<file path="src/rtl/alu_pkg.sv">
// Shared opcode/state types and opcode-group decode tables for alu_seq.
package alu_pkg;

  typedef enum logic [3:0] {
    OP_ADD    = 4'h0,
    OP_SUB    = 4'h1,
    OP_SHL1   = 4'h2,
    OP_ROR1   = 4'h3,
    OP_AND    = 4'h4,
    OP_OR     = 4'h5,
    OP_XOR    = 4'h6,
    OP_NOT    = 4'h7,
    OP_ADC    = 4'h8,
    OP_SBC    = 4'h9,
    OP_SHLN   = 4'hA,
    OP_RORN   = 4'hB,
    OP_MUL    = 4'hC,
    OP_RSVD_D = 4'hD,
    OP_RSVD_E = 4'hE,
    OP_RSVD_F = 4'hF
  } op_e;

  typedef enum logic [1:0] {
    ST_IDLE = 2'd0,
    ST_EXEC = 2'd1,
    ST_DONE = 2'd2
  } state_e;

  // Group membership tables, bit i set when opcode i belongs to the group
  localparam logic [15:0] GRP_SINGLE = 16'h03FF;
  localparam logic [15:0] GRP_SHIFTN = 16'h0C00;
  localparam logic [15:0] GRP_MUL    = 16'h1000;

endpackage

</file>
<file path="src/rtl/alu_mul_seq.sv">
// Iterative radix-2 shift-add unsigned multiplier, one multiplier bit per cycle.
// prod_c/done_c expose the value being written on the final step so the caller can finish on that edge.
module alu_mul_seq #(
  parameter int unsigned WIDTH = 8
) (
  input  logic               clk,
  input  logic               rst,
  input  logic               start,
  input  logic [WIDTH-1:0]   a,
  input  logic [WIDTH-1:0]   b,
  output logic               done_c,
  output logic [2*WIDTH-1:0] prod_c
);
  localparam int unsigned CW = $clog2(WIDTH);

  logic [WIDTH-1:0] mcand;
  logic [WIDTH-1:0] hi;
  logic [WIDTH-1:0] lo;
  logic [CW-1:0]    cnt;
  logic             busy;
  logic [WIDTH:0]   sum;

  // Add multiplicand into the high half when the current multiplier bit is set, then shift right
  always_comb begin
    sum    = {1'b0, hi} + (lo[0] ? {1'b0, mcand} : '0);
    prod_c = {sum, lo[WIDTH-1:1]};
    done_c = busy && (cnt == CW'(WIDTH - 1));
  end

  always_ff @(posedge clk or posedge rst) begin
    if (rst) begin
      mcand <= '0;
      hi    <= '0;
      lo    <= '0;
      cnt   <= '0;
      busy  <= 1'b0;
    end else if (start) begin
      mcand <= a;
      hi    <= '0;
      lo    <= b;
      cnt   <= '0;
      busy  <= 1'b1;
    end else if (busy) begin
      {hi, lo} <= prod_c;
      cnt      <= cnt + CW'(1);
      if (done_c) busy <= 1'b0;
    end
  end

endmodule

</file>
<file path="src/rtl/alu_seq.sv">
// alu_seq: handshaked ALU with carry chaining, multi-cycle shifts/rotates and optional MUL.
// Define ALU_MUL_EN to build the iterative multiplier; otherwise MUL decodes as reserved.
module alu_seq
  import alu_pkg::*;
#(
  parameter int unsigned WIDTH = 8
) (
  input  logic             clk,
  input  logic             rst,
  input  logic             in_valid,
  output logic             in_ready,
  input  logic [3:0]       op,
  input  logic [WIDTH-1:0] a,
  input  logic [WIDTH-1:0] b,
  output logic             out_valid,
  input  logic             out_ready,
  output logic [WIDTH-1:0] result,
  output logic [WIDTH-1:0] result_hi,
  output logic             flag_z,
  output logic             flag_c,
  output logic             flag_n,
  output logic             flag_v,
  output logic             out_err
);
  localparam int unsigned SHW = $clog2(WIDTH);
  localparam int unsigned SW  = WIDTH + 1;
  localparam int unsigned MSB = WIDTH - 1;
`ifdef ALU_MUL_EN
  localparam bit MUL_EN = 1'b1;
`else
  localparam bit MUL_EN = 1'b0;
`endif

  state_e           state;
  op_e              opc;
  op_e              opc_in;
  logic [WIDTH-1:0] opa;
  logic [SHW-1:0]   cnt;
  logic [SHW-1:0]   amt;
  logic [WIDTH:0]   sum;
  logic [WIDTH-1:0] res_c;
  logic [WIDTH-1:0] sh_nxt;
  logic             c_c, v_c, sh_c;
  logic             accept, is_single, is_shn, is_mul, err_c, go_exec;
  logic             mul_done_c;
  logic [2*WIDTH-1:0] mul_prod_c;

  assign opc_in    = op_e'(op);
  assign accept    = in_valid && in_ready;
  assign amt       = b[SHW-1:0];
  assign is_single = GRP_SINGLE[op];
  assign is_shn    = GRP_SHIFTN[op];
  assign is_mul    = GRP_MUL[op];
  assign err_c     = !(is_single || is_shn || (is_mul && MUL_EN));
  assign go_exec   = (is_shn && (amt != '0)) || (is_mul && MUL_EN);

`ifdef ALU_MUL_EN
  logic mul_start;
  assign mul_start = accept && is_mul;

  alu_mul_seq #(.WIDTH(WIDTH)) u_mul (
    .clk    (clk),
    .rst    (rst),
    .start  (mul_start),
    .a      (a),
    .b      (b),
    .done_c (mul_done_c),
    .prod_c (mul_prod_c)
  );
`else
  assign mul_done_c = 1'b0;
  assign mul_prod_c = '0;
`endif

  // Single-cycle datapath straight from the port operands; carry-in for ADC/SBC is the held C flag
  always_comb begin
    sum   = '0;
    res_c = '0;
    c_c   = flag_c;
    v_c   = 1'b0;
    case (opc_in)
      OP_ADD, OP_ADC: begin
        sum   = {1'b0, a} + {1'b0, b} + ((opc_in == OP_ADC) ? SW'(flag_c) : '0);
        res_c = sum[WIDTH-1:0];
        c_c   = sum[WIDTH];
        v_c   = (a[MSB] == b[MSB]) && (sum[MSB] != a[MSB]);
      end
      OP_SUB, OP_SBC: begin
        sum   = {1'b0, a} - {1'b0, b} - ((opc_in == OP_SBC) ? SW'(flag_c) : '0);
        res_c = sum[WIDTH-1:0];
        c_c   = sum[WIDTH];
        v_c   = (a[MSB] != b[MSB]) && (sum[MSB] != a[MSB]);
      end
      OP_SHL1: begin
        res_c = {a[WIDTH-2:0], 1'b0};
        c_c   = a[MSB];
      end
      OP_ROR1:        res_c = {a[0], a[WIDTH-1:1]};
      OP_AND:         res_c = a & b;
      OP_OR:          res_c = a | b;
      OP_XOR:         res_c = a ^ b;
      OP_NOT:         res_c = ~a;
      OP_SHLN, OP_RORN: res_c = a;
      default:        res_c = '0;
    endcase
  end

  // One-bit step of the captured operand while iterating SHLN/RORN
  always_comb begin
    sh_nxt = {opa[0], opa[WIDTH-1:1]};
    sh_c   = flag_c;
    if (opc == OP_SHLN) begin
      sh_nxt = {opa[WIDTH-2:0], 1'b0};
      sh_c   = opa[MSB];
    end
  end

  always_ff @(posedge clk or posedge rst) begin
    if (rst) begin
      state     <= ST_IDLE;
      in_ready  <= 1'b1;
      out_valid <= 1'b0;
      result    <= '0;
      result_hi <= '0;
      flag_z    <= 1'b0;
      flag_c    <= 1'b0;
      flag_n    <= 1'b0;
      flag_v    <= 1'b0;
      out_err   <= 1'b0;
      opa       <= '0;
      opc       <= OP_ADD;
      cnt       <= '0;
    end else begin
      case (state)
        ST_IDLE: begin
          if (accept) begin
            in_ready <= 1'b0;
            opa      <= a;
            opc      <= opc_in;
            cnt      <= amt;
            if (go_exec) begin
              state <= ST_EXEC;
            end else begin
              state     <= ST_DONE;
              out_valid <= 1'b1;
              result    <= res_c;
              result_hi <= '0;
              out_err   <= err_c;
              if (!err_c) begin
                flag_z <= (res_c == '0);
                flag_c <= c_c;
                flag_n <= res_c[MSB];
                flag_v <= v_c;
              end
            end
          end
        end
        ST_EXEC: begin
          if (opc == OP_MUL) begin
            if (mul_done_c) begin
              state     <= ST_DONE;
              out_valid <= 1'b1;
              out_err   <= 1'b0;
              result    <= mul_prod_c[WIDTH-1:0];
              result_hi <= mul_prod_c[2*WIDTH-1:WIDTH];
              flag_z    <= (mul_prod_c[WIDTH-1:0] == '0);
              flag_c    <= |mul_prod_c[2*WIDTH-1:WIDTH];
              flag_n    <= mul_prod_c[MSB];
              flag_v    <= 1'b0;
            end
          end else begin
            opa <= sh_nxt;
            cnt <= cnt - SHW'(1);
            if (cnt == SHW'(1)) begin
              state     <= ST_DONE;
              out_valid <= 1'b1;
              out_err   <= 1'b0;
              result    <= sh_nxt;
              result_hi <= '0;
              flag_z    <= (sh_nxt == '0);
              flag_c    <= sh_c;
              flag_n    <= sh_nxt[MSB];
              flag_v    <= 1'b0;
            end
          end
        end
        ST_DONE: begin
          if (out_ready) begin
            state     <= ST_IDLE;
            out_valid <= 1'b0;
            in_ready  <= 1'b1;
          end
        end
        default: begin
          state     <= ST_IDLE;
          out_valid <= 1'b0;
          in_ready  <= 1'b1;
        end
      endcase
    end
  end

endmodule

</file>
<file path="config.mk">
export PLATFORM = sky130hd
export DESIGN_NAME = alu_seq
export DESIGN_NICKNAME = d
export VERILOG_FILES = /design/src/rtl/alu_pkg.sv /design/src/rtl/alu_mul_seq.sv /design/src/rtl/alu_seq.sv
export SDC_FILE = /design/constraint.sdc
export NUM_CORES = 1
export LEC_CHECK = 0
export BUFFER_PORTS_ARGS = -buffer_cell sky130_fd_sc_hd__buf_2
export CORE_MARGIN = 1.5
export CORE_UTILIZATION = 55
export CTS_BUF_LIST = sky130_fd_sc_hd__clkbuf_8
export DETAILED_ROUTE_END_ITERATION = 8
export PLACE_DENSITY = 0.77
export SYNTH_ARGS = -nofsm -noshare
export SYNTH_HDL_FRONTEND = slang
export SYNTH_SLANG_ARGS = --single-unit
</file>
<file path="constraint.sdc">
create_clock -name clk -period 3.09 [get_ports clk]
set_input_delay 0.618 -clock clk [delete_from_list [all_inputs] [get_ports clk]]
set_output_delay 0.618 -clock clk [all_outputs]
set_load 0.01 [all_outputs]
</file>
# ---- Word-level counts from Yosys, hierarchy flattened
# Memory sizes are Yosys's and may differ from the RTL's.
# Cells that the tools add are included.
dict set report word_totals {
  regBits 40
  latchBits 0
  ram_bits 0
  rom_bits 32
  output_inout_bits 23
  wordCells 144
  memories 2
}
dict set report op_classes {
  n_addsub 5
  mul 0
  div_mod_pow 0
  n_lt_le_gt_ge 1
  n_eq_ne 28
  n_shift 0
  mux 67
  n_bitwise 5
  n_reduce_logical 23
}
# memory depth word_bits read_ports rd_ports_with_merged_regs write_ports line
set memory_table {}
lappend memory_table {{(no name shown)} 16 1 1 0 0 alu_seq.sv:52} ;# assign is_shn = GRP_SHIFTN[op];
lappend memory_table {{(no name shown)} 16 1 1 0 0 alu_seq.sv:51} ;# assign is_single = GRP_SINGLE[op];
# operator n
set op_table {}
lappend op_table {{$mux 8} 11}
lappend op_table {{$pmux 8 s9} 1}
lappend op_table {{$pmux 8 s2} 3}
lappend op_table {{$mux 1} 34}
lappend op_table {{$eq 4x4->1 const B} 6}
lappend op_table {{$eq 4x3->1 const B} 4}
lappend op_table {{$logic_not 8->1} 2}
lappend op_table {{$ne 2x2->1 const B} 7}
lappend op_table {{$pmux 1 s2} 6}
lappend op_table {{$mux 2} 5}
lappend op_table {{$reduce_and 5->1} 2}
lappend op_table {{$add 8x8->9} 1}
lappend op_table {{$add 9x1->9} 1}
lappend op_table {{$pmux 1 s3} 3}
lappend op_table {{$sub 8x8->9} 1}
lappend op_table {{$sub 9x1->9} 1}
lappend op_table {{$and 8x8->8} 1}
lappend op_table {{$eq 4x2->1 const B} 2}
lappend op_table {{$not 8->8} 1}
lappend op_table {{$or 8x8->8} 1}
lappend op_table {{$reduce_and 8->1} 1}
lappend op_table {{$xor 8x8->8} 1}
lappend op_table {{$mux 3} 2}
lappend op_table {{$pmux 2 s3} 1}
lappend op_table {{other kinds (23)} 31}

# ---- Depth between registers and ports, before layout
dict set report depth {
  ltp_word 10
  ltp_mapped 15
  ltp_nobuf 13
}

# ---- Worst setup path after synthesis
# Ideal clock, no wire load.
dict set report synth_path {
  path_type {input-to-reg}
  start {in op[0]}
  end {reg flag_z}
  t_arrival_ns 3.556
  required_ns 2.998
  setup_slack_ns -0.558
  path_stages 14
  path_buffers 2
  cell_sequence {buf_2 -> buf_1 -> nor3_1 -> and3_1 -> fa_1 -> inv_1 -> fa_1 -> nor2b_1 -> o21ai_0 -> or3b_2 -> a32oi_1 -> nand4_1 -> or4_1 -> o31ai_2}
}
dict set report synth_between {
  elab_chain_len 9
  word_cells_on_any_way 34
  classes_between {add/sub (2); eq/ne (13); mux (9); reduce/logical (8); memory (2)}
}
# item line
set synth_lines {}
lappend synth_lines {{start, declared} alu_seq.sv:12} ;# input logic [3:0] op,
lappend synth_lines {{$eq 4x4->1, on equally long branches} {alu_seq.sv:81, alu_seq.sv:89, alu_seq.sv:83}}
lappend synth_lines {{$mux 1, on equally long branches} {alu_seq.sv:89, alu_seq.sv:83}}
lappend synth_lines {{$sub 9x1->9 or $add 9x1->9 (tied branches)} {alu_seq.sv:89, alu_seq.sv:83}}
lappend synth_lines {{$pmux 8 s9} alu_seq.sv:81} ;# case (opc_in)
lappend synth_lines {{$logic_not 8->1} alu_seq.sv:150} ;# flag_z <= (res_c == '0);
lappend synth_lines {{$mux 1} alu_seq.sv:149} ;# if (!err_c) begin
lappend synth_lines {{$mux 1} alu_seq.sv:141} ;# if (go_exec) begin
lappend synth_lines {{$mux 1} alu_seq.sv:136} ;# if (accept) begin
lappend synth_lines {{$pmux 1 s2} alu_seq.sv:134} ;# case (state)
lappend synth_lines {{end signal, assigned} alu_seq.sv:150}
lappend synth_lines {{end signal, assigned} alu_seq.sv:166} ;# flag_z <= (mul_prod_c[WIDTH-1:0] == '0);
lappend synth_lines {{end signal, assigned} alu_seq.sv:180} ;# flag_z <= (sh_nxt == '0);
lappend synth_lines {{end, declared} alu_seq.sv:19} ;# output logic flag_z,
# Several ways; a longest one is shown, not always the timed one. The select of a mux whose other input is x is not followed.
# A chain may end at the register's enable or synchronous reset.

# ---- Worst setup path in the final report
dict set report layout_path {
  start {in op[1]}
  end {reg flag_z}
}
# Same word-level chain as after synthesis.

==> summary.txt <==
STA
  • Slew margin rel.: 0.6017
  • Clk_skew: 0.002865 ns
  • Final hold vios: 0
  • Final worst path period need: 3.079 ns
  • RSZ-0062 raised after global routing: yes
  • Fin crit share: 0.9963
  • WHS: 0.3959 ns
  • F_max: 0.3248 GHz
  • Slew Limit Fails: 0
  • Slack of the critical path: 0.01148 ns
  • Setup tns final: 0 ns
  • Final setup vio count: 0
  • Least-Margin Pin Slew: 0.5929 ns

Final layout
  • Multi-input gate area: 2409 µm²
  • Ant. Diodes: 0
  • Share of cells above drive strength 1: 0.2615
  • Synth-to-layout area growth: 22.14%
  • Final nets: 560
  • Register area: 802.0 µm²
  • Design area: 4100 µm²
  • # fillers: 511

Synth
  • Syn Area/Cell: 7.825 µm²
  • Post-Syn Area: 3357 µm²
  • Async SR Flop Fraction: 1.000
  • Synth unique cells: 62
  • Post-Syn Instances: 429
  • Flops & latches, synth: 32
  • Synth Flop Type: dfrtp_1
  • Yosys warns: 0
  • Number of synthesized flops with an enable pin: 0
  • Register area share after synthesis: 0.2389

Floorplanning
  • Core area: 5921 µm²
  • Die W: 81.13 µm
  • Die ar.: 6581 µm²
  • I/O pin count: 47
  • Die height: 81.13 µm
  • # rows: 28
  • Initial core utilization: 0.5670

Critical path
  • Arrival @ worst endpoint: 3.29 ns
  • Slowest stage delay, CP: 0.55 ns
  • Most used cell, CP: fa_2
  • Setup crit start kind: input port
  • Worst reg2reg path startpoint: flag_c
  • WS Path Type: in -> reg
  • Worst-path fanout max: 3
  • CP cell instances: buf_2, nor3_4, and3_4, fa_2, inv_2, fa_2, nor2b_1, o21ai_0, or3b_4, a32oi_1, nand4_1, or4_4, o31ai_4
  • Worst Setup SP: op[1]
  • Crit. End Element: register
  • Top delay family on crit path: simple AND/OR/NAND/NOR gates
  • Slowest CP cell: or4_4
  • Buf+Inv Stages, Crit Path: 2
  • CP required: 3.30 ns

Placement
  • Area after DPL: 3956 µm²
  • RD Place Congestion: 0.9317
  • DP HPWL: 7402 µm
  • DP Worst Slack: -0.3676 ns
  • Port Buf Inserts: 38

Global route
  • First-pass GRT wire length: 15,400 µm
  • Initial antenna violation count: 0
  • Vias in the first global route: 3,267
  • Gr ovfl total: 0
  • Largest net degree at the start of global routing: 33
  • GRT Overall Usage: 0.3059

Clock network
  • Worst-skew pair later-pin latency: 0.29 ns
  • Clk sink count: 32
  • CTS H-Tree Depth: 2
  • Num CTS Buffers: 5
  • Clock root buffer: clkbuf_8
  • CTS tree: built
  • CTS Buffer Depth: 2
  • Worst-path clk slew: 0.07 ns
  • Hold Buf Count CTS: 0

Power
  • Peak supply drop: 0.0002751 V
  • Power Dens Cells: 298.1 nW/µm²
  • Leak: 2.002 nW

Job
  • Count of max-cap constraint violations: 0

Routing
  • Pre-antenna DRT Iters: 5
  • Detail Route Antenna Nets: 0
  • Via count: 3,418
  • Post-DR wirelength/cell: 16.79 µm
  • Detailed Route WL: 9670 µm
  • Drt drc: 0
  • Vias per cell: 5.934
  • DRT iter0 DRCs: 363

Worst hold path
  • Hold crit path type: in -> async

Status
  • Status: completed
-- area by class of cell --
class,instances,share of cell area
multi-input cells,336,0.5874
inverters,39,0.03570
well taps,75,0.02289
clock buffers,6,0.02014
repair buffers,86,0.1358
clock inverters,2,0.002441
flip-flops and latches,32,0.1956
-- logic make-up after synthesis --
logic type / share of synthesized area
other cells: 0.001117
xor+xnor: 0.03131
compound gates: 0.2378
flops: 0.2389
fa+ha+maj: 0.1431
buf+inv: 0.08945
mux: 0.04771
simple gates: 0.2106
-- cell usage after synthesis, types with 2 or more instances --
library cell | count | area, µm²
fa_1 | 4 | 80.08
nor3_1 | 14 | 70.07
o221ai_1 | 3 | 26.28
nand2b_1 | 4 | 25.02
dfrtp_1 | 31 | 775.7
a222oi_1 | 2 | 20.02
and3b_1 | 3 | 26.28
o31a_1 | 2 | 17.52
inv_1 | 39 | 146.4
nor2b_1 | 7 | 43.79
xor2_1 | 5 | 43.79
o211ai_1 | 2 | 15.01
o31ai_1 | 9 | 67.56
nand4_1 | 2 | 12.51
a221o_1 | 2 | 20.02
a32oi_1 | 4 | 35.03
and3_1 | 4 | 25.02
a22oi_1 | 3 | 22.52
nand3_1 | 13 | 65.06
clkbuf_1 | 13 | 48.80
a21oi_1 | 21 | 105.1
nor3b_1 | 3 | 22.52
a221oi_1 | 2 | 17.52
nor2_1 | 28 | 105.1
a31oi_1 | 3 | 18.77
xnor2_1 | 7 | 61.31
mux2i_1 | 7 | 70.07
a21o_1 | 7 | 52.55
nand2_1 | 56 | 210.2
mux2_2 | 6 | 67.56
a211oi_1 | 9 | 67.56
buf_2 | 6 | 30.03
nand3b_1 | 2 | 15.01
o21ai_0 | 40 | 200.2
ha_1 | 32 | 400.4
buf_4 | 8 | 60.06
-- through the flow --
| stage | power [mW] | util | cells |
|---|---|---|---|
| global placement | 0.8553 | 0.6682 | 567 |
| finish | 1.222 | 0.6925 | 576 |
| CTS | 1.207 | 0.6870 | 576 |
| detailed placement | 0.8652 | 0.6682 | 567 |
| floorplan | 0.7153 | - | 436 |
| global route | 1.288 | 0.6925 | 576 |
-- layout by cell type, fill, tap and decap left out, types with 7 or more instances in the layout --
master	synthesis	final
a211oi_1	9	8
a21o_1	7	7
a21oi_1	21	20
buf_2	6	37
buf_4	8	48
conb_1	1	8
dfrtp_1	31	31
ha_1	32	30
inv_1	39	37
mux2i_1	7	7
nand2_1	56	56
nand3_1	13	11
nor2_1	28	27
nor2b_1	7	7
nor3_1	14	13
o21ai_0	40	36
o31ai_1	9	9
xnor2_1	7	7
-- state kept, by name, summed over array words and instances, names as in the netlist, 2 cells and up --
register  count
cnt           3
opa           8
opc           4
result        8
state         2
-- tightest hold or removal path, cell delays in order --
cell and delay, ns:
buf_2 0.09, inv_1 0.04, buf_4 0.35
-- metal layers --
layer  share of wire  track usage  vias to the layer above
li1                -            -                     1650
met4           0.022       0.1138                        0
met1            0.41       0.3752                     1582
met3           0.076      0.04607                       25
met2            0.49       0.5383                      161
met5               0            0                        -
-- path summary, 6_finish.rpt --
check | endpoint | slack [ns] | cells past startpoint
worst max-delay path | flag_z | 0.01 | 13
worst min-delay path | state[0] | 0.40 | 3
worst max register to register | flag_z | 0.04 | 11
worst min register to register | result[1] | 0.47 | 1
max in group asynchronous | in_ready | 2.38 | 3
min in group clk | result[1] | 0.47 | 1
-- where the power goes --
part | leakage [nW] | total (mW) | switching [mW] | internal, mW
clock network | 0.0510 | 0.338 | 0.160 | 0.178
logic | 1.51 | 0.466 | 0.257 | 0.208
registers | 0.444 | 0.419 | 0 | 0.419
total | 2.00 | 1.22 | 0.417 | 0.805
-- repair_timing --
action                     4_1_cts  5_1_grt
resized for setup                3        7
setup endpoints to repair        1        4
pin swaps                        3        0
buffers inserted                 1        0
(Power assumes the default switching activity.)
